File: config.mk
export PLATFORM = sky130hd
export DESIGN_NAME = div_flat
export DESIGN_NICKNAME = d
export VERILOG_FILES = /design/src/rtl/div_pkg.sv /design/src/rtl/div_if.sv /design/src/rtl/div_step.sv /design/src/rtl/div.sv /design/src/flat_wrapper.sv
export SDC_FILE = /design/constraint.sdc
export NUM_CORES = 1
export LEC_CHECK = 0
export BUFFER_PORTS_ARGS = -buffer_cell sky130_fd_sc_hd__buf_2
export CAP_MARGIN = 20
export CORE_ASPECT_RATIO = 1.1
export CORE_MARGIN = 2
export CORE_UTILIZATION = 45
export CTS_BUF_LIST = sky130_fd_sc_hd__clkbuf_4 sky130_fd_sc_hd__clkbuf_8 sky130_fd_sc_hd__clkbuf_16
export DETAILED_ROUTE_END_ITERATION = 10
export GPL_ROUTABILITY_DRIVEN = 0
export MAX_ROUTING_LAYER = met4
export PLACE_DENSITY_LB_ADDON = 0.05
export SKIP_CTS_REPAIR_TIMING = 1
export SLEW_MARGIN = 20
export SYNTH_ARGS = -nofsm -noshare
export SYNTH_HDL_FRONTEND = slang
export SYNTH_HIERARCHICAL = 1
export SYNTH_SLANG_ARGS = --single-unit
File: constraint.sdc
create_clock -name clk -period 2.9 [get_ports clk]
set_input_delay 0.435 -clock clk [delete_from_list [all_inputs] [get_ports clk]]
set_output_delay 0.435 -clock clk [all_outputs]
set_load 0.02 [all_outputs]
File: src/rtl/div_pkg.sv
// Shared constants, state encoding and helpers for the iterative restoring divider.
// The result bus layout is {remainder, quotient}, matching the HI/LO split.
package div_pkg;

    localparam int REG_BUS_W    = 32;
    localparam int DIV_RESULT_W = 64;
    localparam int DIV_WORK_W   = 65;

    localparam logic [REG_BUS_W-1:0]    ZERO_WORD    = 32'h0000_0000;
    localparam logic [DIV_RESULT_W-1:0] ZERO_RESULT  = 64'h0;
    localparam logic [5:0]              DIV_CNT_DONE = 6'd32;

    localparam logic DIV_START            = 1'b1;
    localparam logic DIV_STOP             = 1'b0;
    localparam logic DIV_RESULT_READY     = 1'b1;
    localparam logic DIV_RESULT_NOT_READY = 1'b0;

    typedef enum logic [1:0] {
        FREE   = 2'b00,
        BYZERO = 2'b01,
        ON     = 2'b10,
        END    = 2'b11
    } div_state_e;

    function automatic logic [REG_BUS_W-1:0] neg32(input logic [REG_BUS_W-1:0] x);
        return ~x + 32'd1;
    endfunction

endpackage

File: src/rtl/div_if.sv
// Request/result bundle between the EX stage and the divider.
import div_pkg::*;

interface div_if;
    logic                    signed_div_i;
    logic [REG_BUS_W-1:0]    opdata1_i;
    logic [REG_BUS_W-1:0]    opdata2_i;
    logic                    start_i;
    logic                    annul_i;
    logic [DIV_RESULT_W-1:0] result_o;
    logic                    ready_o;

    modport slave (
        input  signed_div_i, opdata1_i, opdata2_i, start_i, annul_i,
        output result_o, ready_o
    );

    modport master (
        output signed_div_i, opdata1_i, opdata2_i, start_i, annul_i,
        input  result_o, ready_o
    );
endinterface

File: src/rtl/div_step.sv
// One restoring-division iteration: 33-bit trial subtract and next working-register mux.
// Bit 64 of the working register is shifted out and never feeds the subtract.
import div_pkg::*;

module div_step (
    input  logic [DIV_WORK_W-2:0] work_i,
    input  logic [REG_BUS_W-1:0]  divisor_i,
    output logic [DIV_WORK_W-1:0] work_o
);
    logic [REG_BUS_W:0] trial;

    always_comb begin
        trial = {1'b0, work_i[63:32]} - {1'b0, divisor_i};
        if (trial[32]) begin
            work_o = {work_i, 1'b0};
        end else begin
            work_o = {trial[31:0], work_i[31:0], 1'b1};
        end
    end
endmodule

File: src/rtl/div.sv
// Multi-cycle 32/32 divider: 32 iterations, signed via magnitude + sign fix-up.
// Result is held while start_i stays high; dropping start_i returns to FREE.
import div_pkg::*;

module div (
    input  logic clk,
    input  logic rst,
    div_if.slave bus
);
    div_state_e              state_q, state_d;
    logic [5:0]              cnt_q, cnt_d;
    logic [DIV_WORK_W-1:0]   work_q, work_d;
    logic [REG_BUS_W-1:0]    divisor_q, divisor_d;
    logic                    signed_q, signed_d;
    logic                    sign1_q, sign1_d;
    logic                    sign2_q, sign2_d;
    logic [DIV_RESULT_W-1:0] result_q, result_d;
    logic                    ready_q, ready_d;

    logic [DIV_WORK_W-1:0]   step_work;
    logic [REG_BUS_W-1:0]    op1_abs, op2_abs;
    logic [REG_BUS_W-1:0]    quot_fix, rem_fix;

    div_step u_step (
        .work_i    (work_q[DIV_WORK_W-2:0]),
        .divisor_i (divisor_q),
        .work_o    (step_work)
    );

    always_comb begin
        op1_abs  = (bus.signed_div_i && bus.opdata1_i[31]) ? neg32(bus.opdata1_i) : bus.opdata1_i;
        op2_abs  = (bus.signed_div_i && bus.opdata2_i[31]) ? neg32(bus.opdata2_i) : bus.opdata2_i;
        quot_fix = (signed_q && (sign1_q ^ sign2_q)) ? neg32(work_q[31:0]) : work_q[31:0];
        rem_fix  = (signed_q && sign1_q) ? neg32(work_q[64:33]) : work_q[64:33];
    end

    always_comb begin
        state_d   = state_q;
        cnt_d     = cnt_q;
        work_d    = work_q;
        divisor_d = divisor_q;
        signed_d  = signed_q;
        sign1_d   = sign1_q;
        sign2_d   = sign2_q;
        result_d  = result_q;
        ready_d   = ready_q;

        unique case (state_q)
            FREE: begin
                ready_d  = DIV_RESULT_NOT_READY;
                result_d = ZERO_RESULT;
                if (bus.start_i == DIV_START && !bus.annul_i) begin
                    signed_d  = bus.signed_div_i;
                    sign1_d   = bus.opdata1_i[31];
                    sign2_d   = bus.opdata2_i[31];
                    divisor_d = op2_abs;
                    work_d    = {ZERO_WORD, op1_abs, 1'b0};
                    cnt_d     = 6'd0;
                    state_d   = (bus.opdata2_i == ZERO_WORD) ? BYZERO : ON;
                end
            end
            BYZERO: begin
                work_d  = '0;
                state_d = END;
            end
            ON: begin
                if (bus.annul_i) begin
                    cnt_d   = 6'd0;
                    state_d = FREE;
                end else if (cnt_q != DIV_CNT_DONE) begin
                    work_d = step_work;
                    cnt_d  = cnt_q + 6'd1;
                end else begin
                    // Bit 32 is a don't-care separator between remainder and quotient fields.
                    work_d  = {rem_fix, work_q[32], quot_fix};
                    cnt_d   = 6'd0;
                    state_d = END;
                end
            end
            END: begin
                if (bus.start_i == DIV_START) begin
                    result_d = {work_q[64:33], work_q[31:0]};
                    ready_d  = DIV_RESULT_READY;
                end else begin
                    result_d = ZERO_RESULT;
                    ready_d  = DIV_RESULT_NOT_READY;
                    state_d  = FREE;
                end
            end
            default: state_d = FREE;
        endcase
    end

    always_ff @(posedge clk or negedge rst) begin
        if (!rst) begin
            state_q   <= FREE;
            cnt_q     <= 6'd0;
            work_q    <= '0;
            divisor_q <= ZERO_WORD;
            signed_q  <= 1'b0;
            sign1_q   <= 1'b0;
            sign2_q   <= 1'b0;
            result_q  <= ZERO_RESULT;
            ready_q   <= DIV_RESULT_NOT_READY;
        end else begin
            state_q   <= state_d;
            cnt_q     <= cnt_d;
            work_q    <= work_d;
            divisor_q <= divisor_d;
            signed_q  <= signed_d;
            sign1_q   <= sign1_d;
            sign2_q   <= sign2_d;
            result_q  <= result_d;
            ready_q   <= ready_d;
        end
    end

    assign bus.result_o = result_q;
    assign bus.ready_o  = ready_q;
endmodule

File: src/flat_wrapper.sv
// flat-port wrapper written by rule: the top's interface ports become plain ports
module div_flat 
  (clk, rst, bus_signed_div_i, bus_opdata1_i, bus_opdata2_i, bus_start_i, bus_annul_i, bus_result_o, bus_ready_o);
  div_if bus_i ();
  input  logic clk;
  input  logic rst;
  input wire logic [$bits(bus_i.signed_div_i)-1:0] bus_signed_div_i;
  input wire logic [$bits(bus_i.opdata1_i)-1:0] bus_opdata1_i;
  input wire logic [$bits(bus_i.opdata2_i)-1:0] bus_opdata2_i;
  input wire logic [$bits(bus_i.start_i)-1:0] bus_start_i;
  input wire logic [$bits(bus_i.annul_i)-1:0] bus_annul_i;
  output wire logic [$bits(bus_i.result_o)-1:0] bus_result_o;
  output wire logic [$bits(bus_i.ready_o)-1:0] bus_ready_o;
  assign bus_i.signed_div_i = bus_signed_div_i;
  assign bus_i.opdata1_i = bus_opdata1_i;
  assign bus_i.opdata2_i = bus_opdata2_i;
  assign bus_i.start_i = bus_start_i;
  assign bus_i.annul_i = bus_annul_i;
  assign bus_result_o = bus_i.result_o;
  assign bus_ready_o = bus_i.ready_o;
  div u_core (.clk(clk), .rst(rst), .bus(bus_i));
endmodule
## Word level (Yosys, flattened, before mapping)

Index checks and enable logic that the tools add are counted.

- Bits of input ports: 69
- Output and inout bits: 65
- Bits in registers: 173

- Reduce and logical (&&, ||, !) cells: 17
- Bitwise logic cells: 5
- $add $sub $neg: 6
- Multiplexer cells: 23
- Equal/unequal tests: 11

Operators by type and width:

| cell | number |
|---|---|
| $mux W65 | 4 |
| $pmux W65 S3 | 1 |
| $add A32 B1 Y32 const B | 4 |
| $mux W32 | 4 |
| $not A32 Y32 | 4 |
| $pmux W64 S2 | 1 |
| $mux W64 | 1 |
| $sub A32 B32 Y33 | 1 |
| $logic_not A32 Y1 | 1 |
| $mux W6 | 3 |
| $pmux W6 S2 | 1 |
| $reduce_and A4 Y1 | 3 |
| $mux W2 | 5 |
| $pmux W2 S4 | 1 |
| $add A6 B1 Y6 const B | 1 |
| $ne A3 B1 Y1 const B | 2 |
| $ne A6 B6 Y1 const B | 1 |
| $logic_and A1 B1 Y1 | 5 |
| $eq A2 B2 Y1 const B | 2 |
| $ne A2 B1 Y1 const B | 2 |
| $ne A2 B2 Y1 const B | 2 |
| $reduce_and A2 Y1 | 2 |
| $reduce_bool A2 Y1 | 2 |
| $ne A3 B3 Y1 const B | 1 |
| 8 further kinds | 8 |

## Logic depth before layout (Yosys ltp)

- Word-level depth: 6
- Depth in mapped cells: 17
- Mapped depth without buffers: 16

## Cells and area by module

The synthesis kept the hierarchy.

By module, submodules not included:

| module | area each (um^2) | sequential area each (um^2) | times used | cells each |
|---|---|---|---|---|
| div | 9854.5 | 4329.2 | 1 | 1090 |
| div_step | 2462.4 | 0.0 | 1 | 388 |

## Worst setup path after synthesis

Ideal clock, no wire load.

- Path kind: flip-flop to flip-flop
- From: register u_core.work_q[50]
- To: register u_core.work_q[60]
- Required time: 2.779 ns
- Buffers on the path: 1
- Cell stages (with the launch flop): 14
- Setup time: 0.121 ns
- Slack: -0.037 ns
- Data arrival time: 2.816 ns
- Cells stage by stage: dfrtp_1 -> ha_1 -> buf_6 -> a21o_1 -> o21bai_1 -> a221o_1 -> a31oi_1 -> a21boi_1 -> o21a_1 -> or3_1 -> a31o_1 -> nand2_1 -> o31ai_1 -> a22o_1

- Elaborated cells between the ends (all ways): 8

RTL lines:

| item | RTL line | text |
|---|---|---|
| from (decl) | div.sv:12 | `logic [DIV_WORK_W-1:0] work_q, work_d;` |
| from (signal assigned) | div.sv:108 | `work_q <= work_d;` |
| $sub A32 B32 Y33 | div_step.sv:13 | `trial = {1'b0, work_i[63:32]} - {1'b0, divisor_i};` |
| $mux W65 | div_step.sv:14 | `if (trial[32]) begin` |
| named net u_core.step_work[60] | div.sv:20 | `logic [DIV_WORK_W-1:0] step_work;` |
| $mux W65 | div.sv:70 | `end else if (cnt_q != DIV_CNT_DONE) begin` |
| $mux W65 | div.sv:67 | `if (bus.annul_i) begin` |
| $pmux W65 S3 | div.sv:48 | `unique case (state_q)` |

The timed path passes the listed nets, and every way through them passes these cells. The select of a mux whose other input is x is not followed.
A chain may end at the register's enable or synchronous reset.

## Final worst setup path

- From: register u_core.work_q[32]
- To: register u_core.work_q[60]

The elaborated chain is that of the path after synthesis.

==> reports/results.txt <==
status = finished with violations
failing checks = setup timing
Post-Layout Cell Count = 2031
layout cells sized above 1 = 22.76%
CTS tree = built
Mapped Area = 12320 µm²
I/O Buffers = 133
Max Cap Violations = 0
total wire length = 37810 µm
Post-Synthesis Cells = 1478
Via Count = 11.86k
depth of the worst register-to-register path = 16
row count = 63
post-detail-place hpwl = 27490 µm
hold depth = 3
NumNets Final = 1775
wire per inst = 18.62 µm
post-synthesis adder-cell area fraction = 4.632%
clock slew at reported path FFs = 0.07 ns
Slew Limit Fails = 0
chip height = 177.5 µm
syn_area_per_cell = 8.333 µm²
Synth Warn # = 6
Crit. End Element = flop
DRC viols = 0
I/O Pins = 134
ys async rst share = 100.0%
Filler Cell Count = 2526
most frequent cells in the layout = 172 x dfrtp_1, 137 x o21ai_0, 134 x nor2_1
remaining antenna violation count = 0
Critical Path RT = 3.23 ns
Leak Pwr = 6.944 nW
mux cell area share after synthesis = 0.8838%
post-synthesis compound-gate area fraction = 26.93%
WS Path Type = flop to flop
H-Tree Depth = 4
antenna violations before repair = 0
DRT iter0 DRCs = 944
HP Class = input pin to flop
ANT cells = 0
Fmax = 331.5 MHz
Power, Total = 12.30 mW
Placed Area = 13950 µm²
Fin. Hold Viols = 0
worst-path fanout max = 19
grt ovf = 0
Die X = 161.7 µm
Layout area overhead = 21.97%
skew final = 0.008720 ns
total track usage = 26.81%
DR pass1 iterations = 6
Tightest Pin Transition = 0.6287 ns
CTS Buffer Depth = 2
min Tclk post-route = 3.017 ns
clock root cell = clkbuf_16
Synth Area in Simple Gates = 18.89%
Synth Area in XOR/XNOR = 6.969%
CORE AREA = 26960 µm²
Seq/Total Area, Yosys = 35.15%
synthesized flop and latch total = 173
die footprint = 28710 µm²
largest family of logic cells by synthesized area = compound AO/OA/AOI/OAI gates
Clock Latency Late Sink = 0.45 ns
Design Area, Final = 15020 µm²
setup ws final = -0.1167 ns
starting density of the core = 45.69%
CTS Buf Count = 17
first-pass GRT wire length = 59600 µm
ys flop type = dfrtp_1
power per cell area = 818.7 nW/µm²
RSZ-0062 raised after global routing = true
vias in the first global route = 11.11k
Sinks on Clock Net = 173
Netlist cell types = 84
max_slew headroom = 58.09%
largest net degree at the start of global routing = 64
Worst VDD drop = 383.3 µV
Post-Syn Nets = 1592
CP Launch Type = flop
Placed Cells incl. Taps = 1989
most common cell after layout, fill and taps aside = dfrtp_1
Via density = 5.838
CP arrival = 3.35 ns
Post-synth EDFFs = 0
final setup fails = 1
fin crit share = 104.0%
[layout make-up]
class                           instances  area, µm²  share of cell area, %
Multi-Input combinational cell       1131       7565                  50.35
Timing Repair Buffer                  269       1807                  12.03
Inverter                               67      265.3                  1.766
Clock inverter                         13      153.9                  1.024
Timing Repair inverter                  2      15.01                0.09994
Tap cell                              357      446.7                  2.973
Sequential cell                       173       4330                  28.82
Clock buffer                           19      440.4                  2.932
[synthesized netlist by cell type (all sizes together), types with 4 or more instances]
cell / n / area [µm²]
o2111ai: 4 / 35.03
and3: 8 / 50.05
a21oi: 106 / 534.3
o21a: 11 / 82.58
o22a: 4 / 35.03
nand3: 24 / 120.1
o22ai: 7 / 43.79
a221oi: 5 / 43.79
a22oi: 23 / 172.7
o31ai: 20 / 150.1
dfrtp: 173 / 4329
a311oi: 4 / 52.56
nor2: 137 / 516.8
xor2: 51 / 446.7
o21ai: 154 / 770.7
mux2i: 6 / 60.06
o31a: 6 / 52.55
xnor2: 47 / 411.6
nor4: 24 / 183.9
or3: 16 / 100.1
a211oi: 12 / 95.09
nor2b: 9 / 56.30
nand2: 132 / 495.5
nand4: 13 / 81.33
and2: 8 / 50.05
clkbuf: 61 / 229.0
a21o: 11 / 82.58
inv: 67 / 251.5
o221ai: 6 / 52.55
a31oi: 15 / 100.1
a22o: 69 / 604.3
nor3: 55 / 275.3
a221o: 4 / 40.04
ha: 44 / 550.5
nand2b: 10 / 62.56
mux2: 4 / 48.79
or4: 22 / 180.2
o41ai: 11 / 122.6
or2: 7 / 43.80
buf: 46 / 325.3
[state kept, by name, summed over array words and instances, names as in the netlist]
name,cells
u_core/bus.result_o,64
u_core/sign1_q,1
u_core/bus.ready_o,1
u_core/state_q,2
u_core/work_q,65
u_core/divisor_q,32
u_core/signed_q,1
u_core/sign2_q,1
u_core/cnt_q,6
[power by group]
group          internal [mW]  switching (mW)
clock network           1.31            1.06
registers               2.99           0.637
logic                   2.49            3.81
total                   6.80            5.50
[worst max-delay path, cell delays in order, from the launching register on]
cell	delay (ns)
dfrtp_1	0.38
inv_1	0.05
ha_2	0.19
fa_2	0.38
nor2b_4	0.16
o31ai_4	0.09
a211oi_4	0.26
nor2_4	0.07
a31oi_4	0.17
a311oi_4	0.13
buf_4	0.16
buf_12	0.14
and2_1	0.16
a31o_1	0.18
nand2_1	0.05
o31ai_1	0.08
a22o_1	0.25
[layer usage]
metal  vias up  track usage [%]  part of all wire (%)
met5         -                -                     0
met2       472            43.54                    48
li1       5763                -                     -
met4         0            7.633                   2.2
met3        66            3.552                   5.9
met1      5555            35.31                    44
[logic make-up after synthesis]
logic type,count (synthesis)
xor+xnor,98
fa+ha+maj,45
compound gates,500
mux,10
simple gates,478
buf+inv,174
flops,173
[final timing paths]
check                      slack (ns)                             start                                   to
setup / recovery                -0.12     u_core/work_q[32]$_DFFE_PN0P_        u_core/work_q[60]$_DFFE_PN0P_
hold / removal                   0.26                 bus_opdata2_i[31]     u_core/divisor_q[31]$_DFFE_PN0P_
max in group asynchronous        1.63                               rst        u_core/work_q[60]$_DFFE_PN0P_
hold reg to reg                  0.48  u_core/divisor_q[30]$_DFFE_PN0P_     u_core/divisor_q[30]$_DFFE_PN0P_
min in group asynchronous        0.52                               rst  u_core/bus.result_o[19]$_DFFE_PN0P_
setup reg to reg                -0.12     u_core/work_q[32]$_DFFE_PN0P_        u_core/work_q[60]$_DFFE_PN0P_
[metrics by stage]
| stage | util, % | hold WS (ns) | worst slack [ns] | TNS [ns] |
|---|---|---|---|---|
| finish | 55.73 | 0.2641 | -0.1167 | -0.1167 |
| global route | 55.73 | 0.2701 | -0.2122 | -1.046 |
| CTS | 53.96 | -0.03762 | -0.2875 | -5.335 |
| detailed placement | 51.76 | 0.4388 | -0.2661 | -4.224 |
| global placement | 51.76 | 0.4415 | -0.1797 | -2.755 |
| floorplan | - | 0.1394 | 0.001644 | 0 |
No activity file was read; power rests on OpenSTA's default activity.
